File: config.mk
export PLATFORM = sky130hd
export DESIGN_NAME = cache_refill_ctrl_flat
export DESIGN_NICKNAME = d
export VERILOG_FILES = /design/src/rtl/cache_refill_if.sv /design/src/rtl/cache_refill_ctrl.sv /design/src/flat_wrapper.sv
export SDC_FILE = /design/constraint.sdc
export NUM_CORES = 1
export LEC_CHECK = 0
export CORE_MARGIN = 3
export CORE_UTILIZATION = 39
export DETAILED_ROUTE_END_ITERATION = 7
export PLACE_DENSITY = 0.95
export SLEW_MARGIN = 20
export SYNTH_ARGS = -nofsm -noshare
export SYNTH_HDL_FRONTEND = slang
export SYNTH_SLANG_ARGS = --single-unit
export TNS_END_PERCENT = 30
File: constraint.sdc
create_clock -name clk -period 4 [get_ports clk]
set_clock_uncertainty 0.05 [all_clocks]
set_input_delay 0.6 -clock clk [delete_from_list [all_inputs] [get_ports clk]]
set_output_delay 0.6 -clock clk [all_outputs]
set_load 0.05 [all_outputs]
File: src/rtl/cache_refill_if.sv
// Signal bundle between the refill controller (slave) and its cache/memory environment (master).
// Handshakes: a request transfers when req_valid & req_ready on a rising edge; a writeback beat
// transfers when mem_wr_valid & mem_wr_ready; refill beats arrive when mem_rd_valid is high.
interface cache_refill_if;
  logic        req_valid;
  logic        req_ready;
  logic [31:0] req_addr;
  logic        hit0;
  logic        hit1;
  logic        dirty0;
  logic        dirty1;
  logic        lru_replace;
  logic        lru_enable;
  logic        lru_target;
  logic [23:0] vic_tag;
  logic [31:0] vic_rdata;
  logic        arr_we;
  logic        arr_way;
  logic [1:0]  arr_word;
  logic [31:0] arr_wdata;
  logic        tag_we;
  logic        mem_rd_req;
  logic [31:0] mem_addr;
  logic        mem_rd_valid;
  logic [31:0] mem_rd_data;
  logic        mem_wr_valid;
  logic        mem_wr_ready;
  logic [31:0] mem_wr_data;
  logic        mem_wr_last;
  logic        resp_valid;
  logic        resp_way;

  modport slave (
    input  req_valid, req_addr, hit0, hit1, dirty0, dirty1, lru_replace,
           vic_tag, vic_rdata, mem_rd_valid, mem_rd_data, mem_wr_ready,
    output req_ready, lru_enable, lru_target, arr_we, arr_way, arr_word,
           arr_wdata, tag_we, mem_rd_req, mem_addr, mem_wr_valid, mem_wr_data,
           mem_wr_last, resp_valid, resp_way
  );

  modport master (
    output req_valid, req_addr, hit0, hit1, dirty0, dirty1, lru_replace,
           vic_tag, vic_rdata, mem_rd_valid, mem_rd_data, mem_wr_ready,
    input  req_ready, lru_enable, lru_target, arr_we, arr_way, arr_word,
           arr_wdata, tag_we, mem_rd_req, mem_addr, mem_wr_valid, mem_wr_data,
           mem_wr_last, resp_valid, resp_way
  );
endinterface

File: src/rtl/cache_refill_ctrl.sv
// Two-way cache miss handler: optional dirty-victim writeback, 4-beat line refill,
// then tag write, LRU update and response. Hits respond one cycle after accept.
module cache_refill_ctrl (
  input  logic              clk,
  input  logic              rst,
  cache_refill_if.slave     bus,
  output logic [2:0]        o_dbg_state
);

  typedef enum logic [2:0] {
    S_IDLE   = 3'd0,
    S_WB     = 3'd1,
    S_RD_REQ = 3'd2,
    S_REFILL = 3'd3,
    S_DONE   = 3'd4
  } state_t;

  state_t      r_state;
  state_t      w_next;
  logic [1:0]  r_beat;
  logic        r_victim;
  logic [23:0] r_tag;
  logic [3:0]  r_index;
  logic [23:0] r_wb_tag;
  logic        r_wb_tag_ok;
  logic        r_hit_pulse;
  logic        r_hit_way;

  logic w_accept;
  logic w_hit;
  logic w_hit_way;
  logic w_victim_dirty;
  logic w_wr_fire;
  logic w_rd_fire;
  logic w_unused;

  assign w_accept       = bus.req_valid & bus.req_ready;
  assign w_hit          = bus.hit0 | bus.hit1;
  assign w_hit_way      = ~bus.hit0 & bus.hit1;
  assign w_victim_dirty = bus.lru_replace ? bus.dirty1 : bus.dirty0;
  assign w_wr_fire      = (r_state == S_WB) & bus.mem_wr_ready;
  assign w_rd_fire      = (r_state == S_REFILL) & bus.mem_rd_valid;
  assign w_unused       = &{1'b0, bus.req_addr[3:0]};
  assign o_dbg_state    = r_state;

  always_comb begin
    w_next = r_state;
    case (r_state)
      S_IDLE:   if (w_accept && !w_hit) w_next = w_victim_dirty ? S_WB : S_RD_REQ;
      S_WB:     if (w_wr_fire && r_beat == 2'd3) w_next = S_RD_REQ;
      S_RD_REQ: w_next = S_REFILL;
      S_REFILL: if (w_rd_fire && r_beat == 2'd3) w_next = S_DONE;
      S_DONE:   w_next = S_IDLE;
      default:  w_next = S_IDLE;
    endcase
  end

  always_ff @(posedge clk or negedge rst) begin
    if (!rst) begin
      r_state     <= S_IDLE;
      r_beat      <= 2'd0;
      r_victim    <= 1'b0;
      r_tag       <= 24'd0;
      r_index     <= 4'd0;
      r_wb_tag    <= 24'd0;
      r_wb_tag_ok <= 1'b0;
      r_hit_pulse <= 1'b0;
      r_hit_way   <= 1'b0;
    end else begin
      r_state     <= w_next;
      r_hit_pulse <= w_accept & w_hit;
      if (w_accept && w_hit) r_hit_way <= w_hit_way;
      if (w_accept && !w_hit) begin
        r_tag    <= bus.req_addr[31:8];
        r_index  <= bus.req_addr[7:4];
        r_victim <= bus.lru_replace;
      end
      // Beat counter wraps 3->0, so it is already zeroed for the refill after a writeback.
      if (w_wr_fire || w_rd_fire) r_beat <= r_beat + 2'd1;
      // The victim tag is only visible once arr_way points at the victim, i.e. in the first WB cycle.
      if (r_state == S_WB && !r_wb_tag_ok) begin
        r_wb_tag    <= bus.vic_tag;
        r_wb_tag_ok <= 1'b1;
      end else if (r_state != S_WB) begin
        r_wb_tag_ok <= 1'b0;
      end
    end
  end

  always_comb begin
    bus.req_ready    = 1'b0;
    bus.lru_enable   = 1'b0;
    bus.lru_target   = 1'b0;
    bus.arr_we       = 1'b0;
    bus.arr_way      = 1'b0;
    bus.arr_word     = 2'd0;
    bus.arr_wdata    = 32'd0;
    bus.tag_we       = 1'b0;
    bus.mem_rd_req   = 1'b0;
    bus.mem_addr     = 32'd0;
    bus.mem_wr_valid = 1'b0;
    bus.mem_wr_data  = 32'd0;
    bus.mem_wr_last  = 1'b0;
    bus.resp_valid   = 1'b0;
    bus.resp_way     = 1'b0;
    case (r_state)
      S_IDLE: begin
        bus.req_ready  = rst;
        bus.resp_valid = r_hit_pulse;
        bus.resp_way   = r_hit_pulse & r_hit_way;
        bus.lru_enable = r_hit_pulse;
        bus.lru_target = r_hit_pulse & r_hit_way;
      end
      S_WB: begin
        bus.arr_way      = r_victim;
        bus.arr_word     = r_beat;
        bus.mem_wr_valid = 1'b1;
        bus.mem_wr_data  = bus.vic_rdata;
        bus.mem_wr_last  = (r_beat == 2'd3);
        bus.mem_addr     = {(r_wb_tag_ok ? r_wb_tag : bus.vic_tag), r_index, 4'b0000};
      end
      S_RD_REQ: begin
        bus.mem_rd_req = 1'b1;
        bus.mem_addr   = {r_tag, r_index, 4'b0000};
      end
      S_REFILL: begin
        bus.arr_way   = r_victim;
        bus.arr_word  = r_beat;
        bus.arr_we    = bus.mem_rd_valid;
        bus.arr_wdata = bus.mem_rd_data;
      end
      S_DONE: begin
        bus.arr_way    = r_victim;
        bus.tag_we     = 1'b1;
        bus.lru_enable = 1'b1;
        bus.lru_target = r_victim;
        bus.resp_valid = 1'b1;
        bus.resp_way   = r_victim;
      end
      default: begin
        bus.req_ready = 1'b0;
      end
    endcase
  end

endmodule

File: src/flat_wrapper.sv
// flat-port wrapper written by rule: the top's interface ports become plain ports
module cache_refill_ctrl_flat 
  (clk, rst, o_dbg_state, bus_req_valid, bus_req_addr, bus_hit0, bus_hit1, bus_dirty0, bus_dirty1, bus_lru_replace, bus_vic_tag, bus_vic_rdata, bus_mem_rd_valid, bus_mem_rd_data, bus_mem_wr_ready, bus_req_ready, bus_lru_enable, bus_lru_target, bus_arr_we, bus_arr_way, bus_arr_word, bus_arr_wdata, bus_tag_we, bus_mem_rd_req, bus_mem_addr, bus_mem_wr_valid, bus_mem_wr_data, bus_mem_wr_last, bus_resp_valid, bus_resp_way);
  cache_refill_if bus_i ();
  input  logic clk;
  input  logic rst;
  output logic [2:0] o_dbg_state;
  input wire logic [$bits(bus_i.req_valid)-1:0] bus_req_valid;
  input wire logic [$bits(bus_i.req_addr)-1:0] bus_req_addr;
  input wire logic [$bits(bus_i.hit0)-1:0] bus_hit0;
  input wire logic [$bits(bus_i.hit1)-1:0] bus_hit1;
  input wire logic [$bits(bus_i.dirty0)-1:0] bus_dirty0;
  input wire logic [$bits(bus_i.dirty1)-1:0] bus_dirty1;
  input wire logic [$bits(bus_i.lru_replace)-1:0] bus_lru_replace;
  input wire logic [$bits(bus_i.vic_tag)-1:0] bus_vic_tag;
  input wire logic [$bits(bus_i.vic_rdata)-1:0] bus_vic_rdata;
  input wire logic [$bits(bus_i.mem_rd_valid)-1:0] bus_mem_rd_valid;
  input wire logic [$bits(bus_i.mem_rd_data)-1:0] bus_mem_rd_data;
  input wire logic [$bits(bus_i.mem_wr_ready)-1:0] bus_mem_wr_ready;
  output wire logic [$bits(bus_i.req_ready)-1:0] bus_req_ready;
  output wire logic [$bits(bus_i.lru_enable)-1:0] bus_lru_enable;
  output wire logic [$bits(bus_i.lru_target)-1:0] bus_lru_target;
  output wire logic [$bits(bus_i.arr_we)-1:0] bus_arr_we;
  output wire logic [$bits(bus_i.arr_way)-1:0] bus_arr_way;
  output wire logic [$bits(bus_i.arr_word)-1:0] bus_arr_word;
  output wire logic [$bits(bus_i.arr_wdata)-1:0] bus_arr_wdata;
  output wire logic [$bits(bus_i.tag_we)-1:0] bus_tag_we;
  output wire logic [$bits(bus_i.mem_rd_req)-1:0] bus_mem_rd_req;
  output wire logic [$bits(bus_i.mem_addr)-1:0] bus_mem_addr;
  output wire logic [$bits(bus_i.mem_wr_valid)-1:0] bus_mem_wr_valid;
  output wire logic [$bits(bus_i.mem_wr_data)-1:0] bus_mem_wr_data;
  output wire logic [$bits(bus_i.mem_wr_last)-1:0] bus_mem_wr_last;
  output wire logic [$bits(bus_i.resp_valid)-1:0] bus_resp_valid;
  output wire logic [$bits(bus_i.resp_way)-1:0] bus_resp_way;
  assign bus_i.req_valid = bus_req_valid;
  assign bus_i.req_addr = bus_req_addr;
  assign bus_i.hit0 = bus_hit0;
  assign bus_i.hit1 = bus_hit1;
  assign bus_i.dirty0 = bus_dirty0;
  assign bus_i.dirty1 = bus_dirty1;
  assign bus_i.lru_replace = bus_lru_replace;
  assign bus_i.vic_tag = bus_vic_tag;
  assign bus_i.vic_rdata = bus_vic_rdata;
  assign bus_i.mem_rd_valid = bus_mem_rd_valid;
  assign bus_i.mem_rd_data = bus_mem_rd_data;
  assign bus_i.mem_wr_ready = bus_mem_wr_ready;
  assign bus_req_ready = bus_i.req_ready;
  assign bus_lru_enable = bus_i.lru_enable;
  assign bus_lru_target = bus_i.lru_target;
  assign bus_arr_we = bus_i.arr_we;
  assign bus_arr_way = bus_i.arr_way;
  assign bus_arr_word = bus_i.arr_word;
  assign bus_arr_wdata = bus_i.arr_wdata;
  assign bus_tag_we = bus_i.tag_we;
  assign bus_mem_rd_req = bus_i.mem_rd_req;
  assign bus_mem_addr = bus_i.mem_addr;
  assign bus_mem_wr_valid = bus_i.mem_wr_valid;
  assign bus_mem_wr_data = bus_i.mem_wr_data;
  assign bus_mem_wr_last = bus_i.mem_wr_last;
  assign bus_resp_valid = bus_i.resp_valid;
  assign bus_resp_way = bus_i.resp_way;
  cache_refill_ctrl u_core (.clk(clk), .rst(rst), .bus(bus_i), .o_dbg_state(o_dbg_state));
endmodule
* After elaboration in Yosys (flattened, before gate mapping)
Index checks and enable logic that the tools add are counted.
Storage, ports and cells: bits in registers 61, bits in latches 0, bits in writable memories 0, bits in read-only memories 0, output and inout bits 112, logic and storage cells 62, memories kept 0
Operators by class: add/sub/neg operators 1, multipliers 0, divide/modulo/power cells 0, magnitude comparators 0, equality and inequality tests 9, shifts and indexed selects 0, mux-type cells 22, bitwise operators 8, reductions and logical operators 13
Operators with widths (number):
- 32-bit 2-to-1 mux | 2
- 32-bit one-hot mux with 2 select lines | 1
- 24-bit 2-to-1 mux | 1
- 3-bit one-hot mux with 4 select lines | 1
- 1-bit 2-to-1 mux | 10
- 3-bit 2-to-1 mux | 3
- 1-bit bitwise AND | 6
- 3-bit by 2-bit equality test with 1-bit output, second input constant | 2
- 1-bit logical AND | 5
- 2-bit 2-to-1 mux | 2
- 2-bit by 1-bit inequality test with 1-bit output, second input constant | 2
- 1-bit one-hot mux with 2 select lines | 2
- 3-bit by 1-bit equality test with 1-bit output, second input constant | 1
- 3-bit equality test, second input constant | 1
- 3-bit zero test | 1
- 3-bit by 1-bit inequality test with 1-bit output, second input constant | 1
- 3-bit AND reduction | 1
- 3-bit OR reduction | 1
- 2-bit by 1-bit adder with 2-bit output, second input constant | 1
- 2-bit equality test, second input constant | 1
- 1-bit zero test | 2
- 2-bit inequality test, second input constant | 1
- 2-bit nonzero test | 1
- 2-bit OR reduction | 1
- other kinds (3) | 3

* Logic depth before layout (Yosys ltp)
word-level depth 6, gate-level depth with buffers 6, depth with buffers taken out 4

* Worst setup path before layout
Ideal clock, no wire load.
path kind reg-to-output, from register u_core.r_state[2], in the netlist u_core.o_dbg_state[2], to output port bus_mem_addr[10], data arrival time 2.647 ns, path slack 0.703 ns, stages on the path, launching flop included 6, cells stage by stage dfrtp_1 clkbuf_1 nor3b_1 clkbuf_1 nand2_1 o21ai_0
On the way: cells in the longest elaborated chain, start to end 2
RTL lines:
- from (decl) | line cache_refill_ctrl.sv:18 | state_t r_state;
- from (signal assigned) | line cache_refill_ctrl.sv:70 | r_state <= w_next;
- 3-bit by 2-bit equality test with 1-bit output / 3-bit by 1-bit equality test with 1-bit output (equally long branches) | line cache_refill_ctrl.sv:106 | case (r_state)
- 32-bit one-hot mux with 2 select lines * | line cache_refill_ctrl.sv:106
- to (decl) | line flat_wrapper.sv:29 | output wire logic [$bits(bus_i.mem_addr)-1:0] bus_mem_addr;
Every way passes the cells marked *; elsewhere a longest branch is shown, timed or not.

* Worst setup path in the final report
from register u_core.r_state[2], in the netlist u_core.o_dbg_state[2], to output port bus_mem_addr[20]
Same word-level chain as after synthesis.

==> results.cfg <==
[critical_path]
rrSetupSlack_ps = 1320
setup.worst_path.start_class = register
critical_path_arrival_ps = 2960
cp_max_fo = 27
crit_path_end_kind = output port
worstSetupPathType = reg -> out
critPathRequiredTime_ps = 3350

[worst_hold_path]
hold_class = in -> async

[synth]
async_reset_ff_share_pct = 100
synth_cell_types = 33
synthSimpleGateAreaFrac_pct = 19.5
synth-main-ff-cell = dfrtp_1
mappedNetlistArea_um2 = 3510
syn_avg_cell_area_um2 = 10.7
synth_compound_area_share_pct = 5.20
synth_top_area_cell = dfrtp_1
synth_top_family_by_area = multiplexers
synth-edff-count = 0
ys_ff_latch = 61
ys_top_cells_by_area = dfrtp_1 43%, mux2_2 14%, and2_1 7.5%, mux2i_1 7.4%, and3_1 5.9%
ys_seq_area_share_pct = 43.4
post-synth-top-area-fraction_pct = 43.4
yosysMostFrequentCell = dfrtp_1
synthMuxAreaShare_pct = 25.8
synth-adder-area-share_pct = 0.356
synth_common_cells = 61 x dfrtp_1, 44 x mux2_2, 42 x and2_1
synthCells = 329
yosysWarnings = 0
synth_xor_area_share_pct = 0.498

[power_and_ir_drop]
power_w = 0.00493
ir_drop_uv = 460
switchingPower_w = 0.00246
pwr-share-seq_pct = 21.7
p_per_area_nw_per_um2 = 821
p_int_w = 0.00247
combPwrFrac_pct = 66.2
p_leak_nw = 2.70
p_clk_share_pct = 12.1
p_sw_share_pct = 49.9

[sta]
max_clock_freq_ghz = 0.277
hold_viol_final = 0
finalMaxSlewViolations = 0
setup_tns_ps = 0
tightest_slew_ps = 925
layout_worst_path_cycle_share_pct = 90.2
setup_viol = 0
rsz0062_at_grt = no
layout_min_cycle_time_ps = 3610
slew_headroom_pct = 38.3

[floorplan]
start_util_pct = 40.3
core_um2 = 8720
num_rows = 34
die_h_um = 101
boundaryPins = 242
die-area_um2 = 10200
die_w_um = 101

[global_route]
track_usage_pct = 22.2
antenna_found_initial = 2
grt_pass1_wl_mm = 17.7
grt_max_degree = 62
met1_usage_pct = 23.4
grt_pass1_vias = 3419
use_met2_pct = 41.2
grt_overflow = 0
busiest_layer = met2
met3_usage_pct = 7.20

[status]
status = complete, no violations

[clock_network]
cts_tree = yes
clk_latency_ps = 330
clk_pin_slew_ps = 70
clockBufferDepth = 2
clock_sinks = 61
post_cts_buffers = 0
cts_max_level = 3
cts-root-buf = clkbuf_8
cts_hold_buf = 0
post_cts_resize_count = 0
cts_inserted_buffers = 9

[cells_and_area]
nets = 683
syn2layout_area_growth_pct = 70.8
drive_gt1_share_pct = 21.0

[drt]
drtIter0Drc = 72
wl_per_cell_um = 17.2
routed_wl_mm = 11.5
drc = 0
ant_nets = 0
num_vias = 3285
vias_per_cell = 4.93
drt_pass1_iterations = 4

[job]
cap_violations = 0

[place]
routabilityCongestion = 0.789
numPortBuffers = 233
hpwl_mm = 8.83
==> worst max-delay path: stages (launching register included) <==
cell	delay [ps]
dfrtp_1	540
or3b_1	810
o21ai_0	400
clkdlybuf4s50_1	870
==> area by class of cell <==
class	instances	area, µm²
Fill cell	660	2720
Multi-Input combinational cell	238	1820
Sequential cell	61	1530
Clock buffer	10	128
Inverter	2	7.51
Tap cell	108	135
Antenna cell	1	2.50
Clock inverter	6	87.6
Timing Repair Buffer	240	2290
==> layout by cell type (no fill, tap or decap), types with 2 or more instances in the layout <==
cell	n
bufinv_16	2
clkdlybuf4s50_1	197
dfrtp_1	61
clkinv_4	2
a31oi_1	2
nor2_1	6
and3_1	33
and2_1	42
mux2_2	44
mux2_4	10
conb_1	4
clkbuf_8	9
mux2i_1	26
o21a_1	2
nand2_1	28
o21ai_0	25
clkinv_2	2
buf_4	42
inv_1	2
==> kinds of logic after synthesis <==
family / count (synthesis)
other: 1
AO/OA/AOI/OAI: 33
multiplexers: 80
adder cells (fa/ha/maj): 1
XOR/XNOR: 2
buffers and inverters: 33
flip-flops: 61
AND/OR/NAND/NOR: 118
==> worst paths after layout <==
path,from,endpoint,cells past startpoint
worst min-delay path,rst,u_core.r_index[1],2
worst min register to register,u_core.r_tag[9],u_core.r_tag[9],1
worst max-delay path,u_core.o_dbg_state[2],bus_mem_addr[20],3
max in group asynchronous,rst,u_core.r_tag[2],2
min in group clk,u_core.r_tag[9],u_core.r_tag[9],1
worst max register to register,u_core.o_dbg_state[2],u_core.r_wb_tag[0],3
==> power groups by stage <==
stage | clock, W | combinational (W) | sequential, W
floorplan | 0 | 0.00234 | 0.00104
global placement | 0 | 0.00323 | 0.00106
detailed placement | 0 | 0.00329 | 0.00108
CTS | 0.000613 | 0.00329 | 0.00107
global route | 0.000645 | 0.00345 | 0.00111
finish | 0.000595 | 0.00326 | 0.00107
==> stage by stage <==
| stage | instances | hold slack [ps] | utilization (%) | worst slack (ps) | instance area [µm²] |
|---|---|---|---|---|---|
| floorplan | 332 | 254 | - | 703 | 3530 |
| global placement | 649 | 430 | 66.3 | 749 | 5790 |
| detailed placement | 649 | 443 | 66.3 | 691 | 5790 |
| CTS | 665 | 450 | 68.8 | 304 | 6000 |
| global route | 666 | 470 | 68.8 | 88.0 | 6000 |
| finish | 666 | 413 | 68.8 | 392 | 6000 |
==> sequential cells by signal (all words and copies together), names as in the netlist <==
name,cells
u_core.r_wb_tag,24
u_core.r_beat,2
u_core.o_dbg_state,3
u_core.r_victim,1
u_core.r_wb_tag_ok,1
u_core.r_tag,24
u_core.r_hit_pulse,1
u_core.r_hit_way,1
u_core.r_index,4
==> per-layer routing <==
| metal | routed length, µm | vias up |
|---|---|---|
| li1 | - | 1575 |
| met5 | 13 | - |
| met4 | 267 | 2 |
| met3 | 1030 | 24 |
| met1 | 3990 | 1546 |
| met2 | 6150 | 138 |
Note: power is estimated with default switching activity, not from simulation.
